### src/rtl/stopwatch_core.sv
// MM:SS.cc stopwatch with debounced keys and a 6-digit multiplexed 7-segment scan.
// Optional lap-hold display is built when STOPWATCH_LAP_EN is defined.

module stopwatch_debounce #(
    parameter int DEB_N = 3
) (
    input  logic clk_50mhz,
    input  logic rst,
    input  logic tick,
    input  logic key,
    output logic press
);
    logic       level;
    logic [7:0] cnt;

    // level is the accepted key level; cnt counts consecutive samples that disagree with it
    always_ff @(posedge clk_50mhz) begin
        if (!rst) begin
            level <= 1'b1;
            cnt   <= '0;
        end else if (tick) begin
            if (key != level) begin
                if (cnt == 8'(DEB_N - 1)) begin
                    level <= key;
                    cnt   <= '0;
                end else begin
                    cnt <= cnt + 8'd1;
                end
            end else begin
                cnt <= '0;
            end
        end
    end

    assign press = tick && level && !key && (cnt == 8'(DEB_N - 1));
endmodule

module stopwatch_core #(
    parameter int DEB_N    = 3,
    parameter int SCAN_DIV = 1
) (
    input  logic       clk_50mhz,
    input  logic       rst,
    input  logic       clk_100hz,
    input  logic       clk_1khz,
    input  logic       key_start,
    input  logic       key_clear,
    input  logic       key_lap,
    output logic [7:0] seg,
    output logic [5:0] an,
    output logic       running
);
    typedef enum logic [1:0] {IDLE, RUN, PAUSE} state_t;

    state_t      state, state_next;
    logic        c100_s1, c100_s2, c1k_s1, c1k_s2;
    logic        tick_100, tick_1k;
    logic        start_evt, clear_evt;
    logic        time_clr, time_inc;
    logic [23:0] tm;
    logic [23:0] disp;
    logic [2:0]  idx;
    logic [15:0] scan_cnt;
    logic [3:0]  digit;

    function automatic logic [23:0] bcd_inc(input logic [23:0] t);
        logic [23:0] r;
        logic        c;
        logic [3:0]  lim;
        r = t;
        c = 1'b1;
        for (int i = 0; i < 6; i++) begin
            lim = (i == 3 || i == 5) ? 4'd5 : 4'd9;
            if (c) begin
                if (t[i*4 +: 4] == lim) begin
                    r[i*4 +: 4] = 4'd0;
                end else begin
                    r[i*4 +: 4] = t[i*4 +: 4] + 4'd1;
                    c = 1'b0;
                end
            end
        end
        return r;
    endfunction

    function automatic logic [6:0] seg7(input logic [3:0] d);
        case (d)
            4'd0:    return 7'h40;
            4'd1:    return 7'h79;
            4'd2:    return 7'h24;
            4'd3:    return 7'h30;
            4'd4:    return 7'h19;
            4'd5:    return 7'h12;
            4'd6:    return 7'h02;
            4'd7:    return 7'h78;
            4'd8:    return 7'h00;
            4'd9:    return 7'h10;
            default: return 7'h7F;
        endcase
    endfunction

    // Divided clocks are plain data here: sample twice, pulse on the rising edge
    always_ff @(posedge clk_50mhz) begin
        if (!rst) begin
            c100_s1 <= 1'b0;
            c100_s2 <= 1'b0;
            c1k_s1  <= 1'b0;
            c1k_s2  <= 1'b0;
        end else begin
            c100_s1 <= clk_100hz;
            c100_s2 <= c100_s1;
            c1k_s1  <= clk_1khz;
            c1k_s2  <= c1k_s1;
        end
    end

    assign tick_100 = c100_s1 & ~c100_s2;
    assign tick_1k  = c1k_s1 & ~c1k_s2;

    stopwatch_debounce #(.DEB_N(DEB_N)) u_deb_start (
        .clk_50mhz(clk_50mhz), .rst(rst), .tick(tick_100), .key(key_start), .press(start_evt)
    );
    stopwatch_debounce #(.DEB_N(DEB_N)) u_deb_clear (
        .clk_50mhz(clk_50mhz), .rst(rst), .tick(tick_100), .key(key_clear), .press(clear_evt)
    );

    always_comb begin
        state_next = state;
        time_clr   = 1'b0;
        case (state)
            IDLE: begin
                if (clear_evt) time_clr = 1'b1;
                else if (start_evt) state_next = RUN;
            end
            RUN: begin
                if (start_evt) state_next = PAUSE;
            end
            PAUSE: begin
                if (clear_evt) begin
                    state_next = IDLE;
                    time_clr   = 1'b1;
                end else if (start_evt) begin
                    state_next = RUN;
                end
            end
            default: state_next = IDLE;
        endcase
    end

    // Counting looks at the current state, so the start tick is skipped and the pause tick counts
    assign time_inc = tick_100 && (state == RUN);

    always_ff @(posedge clk_50mhz) begin
        if (!rst) begin
            state   <= IDLE;
            running <= 1'b0;
            tm      <= '0;
        end else begin
            state   <= state_next;
            running <= (state == RUN);
            if (time_clr) tm <= '0;
            else if (time_inc) tm <= bcd_inc(tm);
        end
    end

`ifdef STOPWATCH_LAP_EN
    logic        lap_evt;
    logic        hold;
    logic [23:0] snap;

    stopwatch_debounce #(.DEB_N(DEB_N)) u_deb_lap (
        .clk_50mhz(clk_50mhz), .rst(rst), .tick(tick_100), .key(key_lap), .press(lap_evt)
    );

    always_ff @(posedge clk_50mhz) begin
        if (!rst) begin
            hold <= 1'b0;
            snap <= '0;
        end else if (time_clr) begin
            hold <= 1'b0;
        end else if (lap_evt && state == RUN) begin
            hold <= !hold;
            if (!hold) snap <= tm;
        end
    end

    assign disp = hold ? snap : tm;
`else
    logic key_lap_unused;
    assign key_lap_unused = key_lap;
    assign disp = tm;
`endif

    always_comb begin
        case (idx)
            3'd0:    digit = disp[3:0];
            3'd1:    digit = disp[7:4];
            3'd2:    digit = disp[11:8];
            3'd3:    digit = disp[15:12];
            3'd4:    digit = disp[19:16];
            3'd5:    digit = disp[23:20];
            default: digit = 4'hF;
        endcase
    end

    // seg/an load the digit at idx, then idx moves on; dp marks seconds and minutes ones
    always_ff @(posedge clk_50mhz) begin
        if (!rst) begin
            idx      <= '0;
            scan_cnt <= '0;
            seg      <= 8'hFF;
            an       <= 6'h3F;
        end else if (tick_1k) begin
            if (scan_cnt == 16'(SCAN_DIV - 1)) begin
                scan_cnt <= '0;
                an       <= ~(6'b1 << idx);
                seg      <= {!(idx == 3'd2 || idx == 3'd4), seg7(digit)};
                idx      <= (idx == 3'd5) ? 3'd0 : idx + 3'd1;
            end else begin
                scan_cnt <= scan_cnt + 16'd1;
            end
        end
    end
endmodule

### config.mk
export PLATFORM = sky130hd
export DESIGN_NAME = stopwatch_core
export DESIGN_NICKNAME = d
export VERILOG_FILES = /design/src/rtl/stopwatch_core.sv
export SDC_FILE = /design/constraint.sdc
export NUM_CORES = 1
export LEC_CHECK = 0
export BUFFER_PORTS_ARGS = -buffer_cell sky130_fd_sc_hd__clkbuf_2
export CELL_PAD_IN_SITES_DETAIL_PLACEMENT = 1
export CELL_PAD_IN_SITES_GLOBAL_PLACEMENT = 1
export CORE_ASPECT_RATIO = 0.9
export CORE_MARGIN = 2
export CORE_UTILIZATION = 50
export CTS_CLUSTER_DIAMETER = 150
export DETAILED_ROUTE_END_ITERATION = 12
export GPL_TIMING_DRIVEN = 0
export PLACE_DENSITY = 0.93
export SKIP_CTS_REPAIR_TIMING = 1
export SLEW_MARGIN = 20
export SYNTH_ARGS = -nofsm -noshare
export SYNTH_HDL_FRONTEND = slang
export SYNTH_SLANG_ARGS = --single-unit
### constraint.sdc
create_clock -name clk_50mhz -period 5.7 [get_ports clk_50mhz]
set_input_delay 0.57 -clock clk_50mhz [delete_from_list [all_inputs] [get_ports clk_50mhz]]
set_output_delay 0.57 -clock clk_50mhz [all_outputs]
set_load 0.05 [all_outputs]
======== Word-level counts from Yosys, hierarchy flattened ========
Memories as Yosys holds them, arrays and structs flattened. A register that Yosys moved wholly into a read port is not among the register bits.
Index checks and enable logic that the tools add are counted.
Widths: inputs -> output; s select.
operators by class
  reductions and logical operators ........ 26
  bitwise gates (word level) .............. 6
  muxes and demuxes ....................... 44
  add/subtract/negate cells ............... 10
  equal/unequal tests ..................... 19
  shifts and indexed selects .............. 1
operators by type and width
  kind                   count
  $mux 8                 4
  $mux 1                 26
  $add 4x1->4 const B    6
  $mux 4                 6
  $pmux 4 s6             1
  $add 16x1->16 const B  1
  $add 8x1->8 const B    2
  $eq 4x4->1 const B     4
  $eq 8x2->1 const B     2
  $logic_not 16->1       1
  $mux 16                1
  $reduce_and 2->1       7
  $eq 4x3->1 const B     2
  $mux 2                 4
  $logic_and 1x1->1      7
  $eq 3x2->1 const B     2
  $eq 3x3->1 const B     2
  $not 6->6              1
  $pmux 2 s3             1
  $reduce_and 3->1       2
  $shl 1x3->6 const A    1
  $logic_not 1->1        4
  $ne 2x2->1 const B     2
  $reduce_or 2->1        2
  11 further kinds       15
word-level totals
  logic and storage cells ................. 127
  memories ................................ 1
  bits in registers ....................... 82
  bits in read-only memories .............. 112
memory list
  name             depth  width  rd ports  clocked after Yosys merged registers in  wr ports  line  source
  (no name shown)  16     7      1         1                                        0         87    case (d)

======== Logic depth before layout (Yosys ltp) ========
  depth after elaboration ................. 26
  gate-level depth with buffers ........... 11

======== Hierarchy ========
Synthesis repeated with hierarchy kept, for this count alone.
unflattened totals
  cells, all modules ...................... 483
  area total of the unflattened synthesis .. 4,097.7 µm²
modules (own cells, without submodules)
  module              cells each  area each (µm²)  instances
  stopwatch_core      377         3,114.2          1
  stopwatch_debounce  53          491.7            2

======== Worst setup path before layout ========
OpenSTA, ideal clock, no wires.
  kind .................................... reg-to-reg
  from .................................... register idx[0]
  to ...................................... register seg[5]
  arrival time ............................ 2.422 ns
  required time ........................... 5.570 ns
  cell stages (with the launch flop) ...... 12
  slack ................................... 3.148 ns
  buffers on the path ..................... 2
  period minus slack after synthesis ...... 2.552 ns
  cell sequence ........................... dfxtp_1 -> buf_2 -> buf_1 -> and2_1 -> ha_1 -> nor2b_1 -> a211o_1 -> a21oi_1 -> inv_1 -> ha_1 -> nor4_1 -> nor3_1
on the way
  longest elaborated chain between the ends .. 2
  elaborated cells between the ends (all ways) .. 7
RTL lines
  element                                   line  source
  start: declaration                        62    logic [2:0] idx;
  start signal: assignment                  218   idx <= (idx == 3'd5) ? 3'd0 : idx + 3'd1;
  $eq 3x3->1, or another cell as far along  195   case (idx)
  $pmux 4 s6 (*)                            195
  end: declaration                          49    output logic [7:0] seg,
Mark *: on every way between the ends. The rest lies on a longest branch, timed or not.
A chain may end at the register's enable or synchronous reset.

======== Final worst setup path ========
  from .................................... register idx[1]
  to ...................................... register seg[5]
The elaborated chain is that of the path after synthesis.

==> reports/metrics.cfg <==
[logic_synthesis]
yosysTopAreaCell = dfxtp_1
yosysSeqAreaShare_pct = 40.51
synth_compound_area_share_pct = 10.93
synth_xor_xnor_area_share_pct = 9.077
post_synth_num_cell_types = 59
yosysWarningCount = 0
synth_fa_ha_area_share_pct = 3.087
synth-edff-count = 0
ys_ff_latch = 82
yosys-top-cells-area = dfxtp_1, nor2_1, xor2_1
synthArstFlopShare_pct = 0
postSynthCellCount = 482
synth_top_family_by_area = simple AND/OR/NAND/NOR gates
synth_top_area_share_pct = 40.51
netlist_area_sq_um = 4053
syn_nets = 499
avgSynthCellArea_sq_um = 8.408
synthMuxAreaShare_pct = 2.316
ys.flop_type = dfxtp_1
synth-simple-area-share_pct = 30.60

[place]
gp_congestion = 0.8068
dp.cells = 600
placed_area_sq_um = 4272
dp_hpwl_mm = 7.477
port_buffers = 19

[timing]
skew_ns = 0.01058
slew_headroom_pct = 25.39
rsz0062_at_grt = no
setup_tns_ns = 0
hold_viol = 0
max_freq_mhz = 299.5
period_needed_ns = 3.339
slew_violations = 0
finalCritPeriodShare_pct = 58.59
setup_viol = 0
tightest_slew_ns = 1.110

[grt]
overflow = 0
grt_start_max_net_pins = 16
grt_pass1_wl_mm = 17.42
grt_pass1_vias = 3695
antenna_found_initial = 0
track_usage_pct = 24.67

[routing]
drt_pass1_iterations = 5
vias = 3510
first_iter_violations = 118
wire_per_inst_um = 16.97
via_per_inst = 5.698
routed_wl_mm = 10.46
drc = 0
final_antenna_net_count = 0

[setup_path]
rr_worst_depth = 11
cp-end-kind = flip-flop
rrSetupSlack_ns = 2.36
crit_start = idx[1]
r2r-end = seg[5]
critical_path_required_ns = 5.94
worstSetupStartpointType = flip-flop
r2r_start = idx[1]
arrival_ns = 3.58
critPathKind = reg -> reg
critPathMaxFanout = 10

[clocking]
clock-sinks = 82
cts_tree = built
insertion_delay_ns = 0.36
cts_buffers = 9
htreeDepth = 3
path_clk_slew_ns = 0.10
clock-root-buffer = clkbuf_8
clockBufferDepth = 2

[finish]
instances_no_fill = 616
drive_gt1_share_pct = 10.44
fill_cells = 980
antenna_cells = 0
fin_area_sq_um = 4483
final_net_count = 529
syn2layout_area_growth_pct = 10.62
post-route-util_pct = 56.38

[floorplan]
core_area_sq_um = 7951
io_pins = 22
start_util_pct = 50.97
row_count = 31
die_area_sq_um = 8843
die_w_um = 98.90
fp.dieH_um = 89.41

[power]
ir_drop_mv = 0.1303
power_mw = 1.136
powerDensity_nw_per_um2 = 253.4
p_leak_nw = 1.702

[min_path]
hold_class = in -> reg
min_from = clk_1khz
hold_depth = 2
min_to = c1k_s1

[run]
maxCapViolations = 0

[run_status]
status = completed

-- synthesized netlist by cell type, drive strengths merged (4+ instances only) --
| library cell | n |
|---|---|
| a211oi | 5 |
| a21oi | 18 |
| and2 | 8 |
| and3 | 7 |
| buf | 4 |
| clkbuf | 15 |
| dfxtp | 82 |
| ha | 10 |
| inv | 17 |
| mux2i | 6 |
| nand2 | 46 |
| nand2b | 7 |
| nand3 | 17 |
| nand4 | 17 |
| nor2 | 76 |
| nor2b | 15 |
| nor3 | 12 |
| nor4 | 6 |
| o211ai | 4 |
| o21a | 5 |
| o21ai | 17 |
| xnor2 | 16 |
| xor2 | 26 |
-- per-stage QoR --
step	worst slack [ns]	hold WS [ns]
floorplan	3.148	0.4214
global placement	2.649	0.4359
detailed placement	2.551	0.4734
CTS	2.398	0.4032
global route	2.116	0.4214
finish	2.361	0.4074
-- worst max-delay path by stage --
stage,to
after floorplan,seg[5]
after global placement,seg[5]
after detailed placement,seg[5]
after CTS,seg[6]
after global routing,seg[5]
final,seg[5]
-- layout make-up --
type	instances	area, sq um	area share (%)
Buffer	19	77.57	1.730
Clock buffer	10	137.6	3.070
Timing Repair Buffer	19	95.09	2.121
Inverter	17	63.81	1.423
Multi-Input combinational cell	364	2270	50.63
Sequential cell	82	1642	36.62
Clock inverter	6	73.82	1.647
Tap cell	99	123.9	2.763
-- sequential cells by signal, summed over array words and instances (netlist names) --
name,count
disp,24
c100_s2,1
scan_cnt,16
idx,3
c1k_s2,1
an,6
u_deb_start.level,1
running,1
u_deb_clear.level,1
state,2
u_deb_start.cnt,8
c100_s1,1
seg,8
c1k_s1,1
u_deb_clear.cnt,8
-- kinds of logic (layout without fill, tap and decap cells) --
family | Yosys count | count (layout)
AOI/OAI and AO/OA | 67 | 67
and+or+nand+nor | 236 | 236
muxes | 9 | 9
buffers and inverters | 36 | 71
xor gates and xnor gates | 42 | 42
adders and majority gates | 10 | 10
DFF | 82 | 82
-- critical path, cell delays in order, from the launching register on --
cell	delay [ns]
dfxtp_1	0.40
clkbuf_1	0.35
buf_2	0.28
and2_1	0.15
ha_1	0.31
nor2b_1	0.13
a211o_1	0.29
a21oi_1	0.37
inv_1	0.16
ha_1	0.25
nor4_1	0.45
nor3_1	0.10
-- power by group --
part / internal, mW / switching (mW)
combinational: 0.0255 / 0.0681
clock: 0.220 / 0.230
sequential: 0.584 / 0.00920
-- per-layer routing --
metal,GRT usage (%),part of all wire [%]
met1,28.60,44
met2,46.44,52
met3,5.317,3.3
met4,6.725,1.5
met5,0,0
-- cells in the final DEF, fill, tap and decap left out, types with 3 or more instances in the layout --
master and instances:
dfxtp_1 82, nor2_1 76, nand2_1 46, xor2_1 26, clkbuf_2 19, inv_1 17
a21oi_1 17, o21ai_0 17, nand4_1 16, nand3_1 16, xnor2_1 16, clkbuf_1 15
nor2b_1 15, nor3_1 11, ha_1 10, clkbuf_8 10, and2_1 8, nand2b_1 7
and3_1 7, mux2i_1 6, nor4_1 6, o21a_1 5, a211oi_1 5, o211ai_1 4
mux2_2 3, and3b_1 3, a211o_1 3, and4_1 3, or3_1 3
No activity file was read; power rests on OpenSTA's default activity.
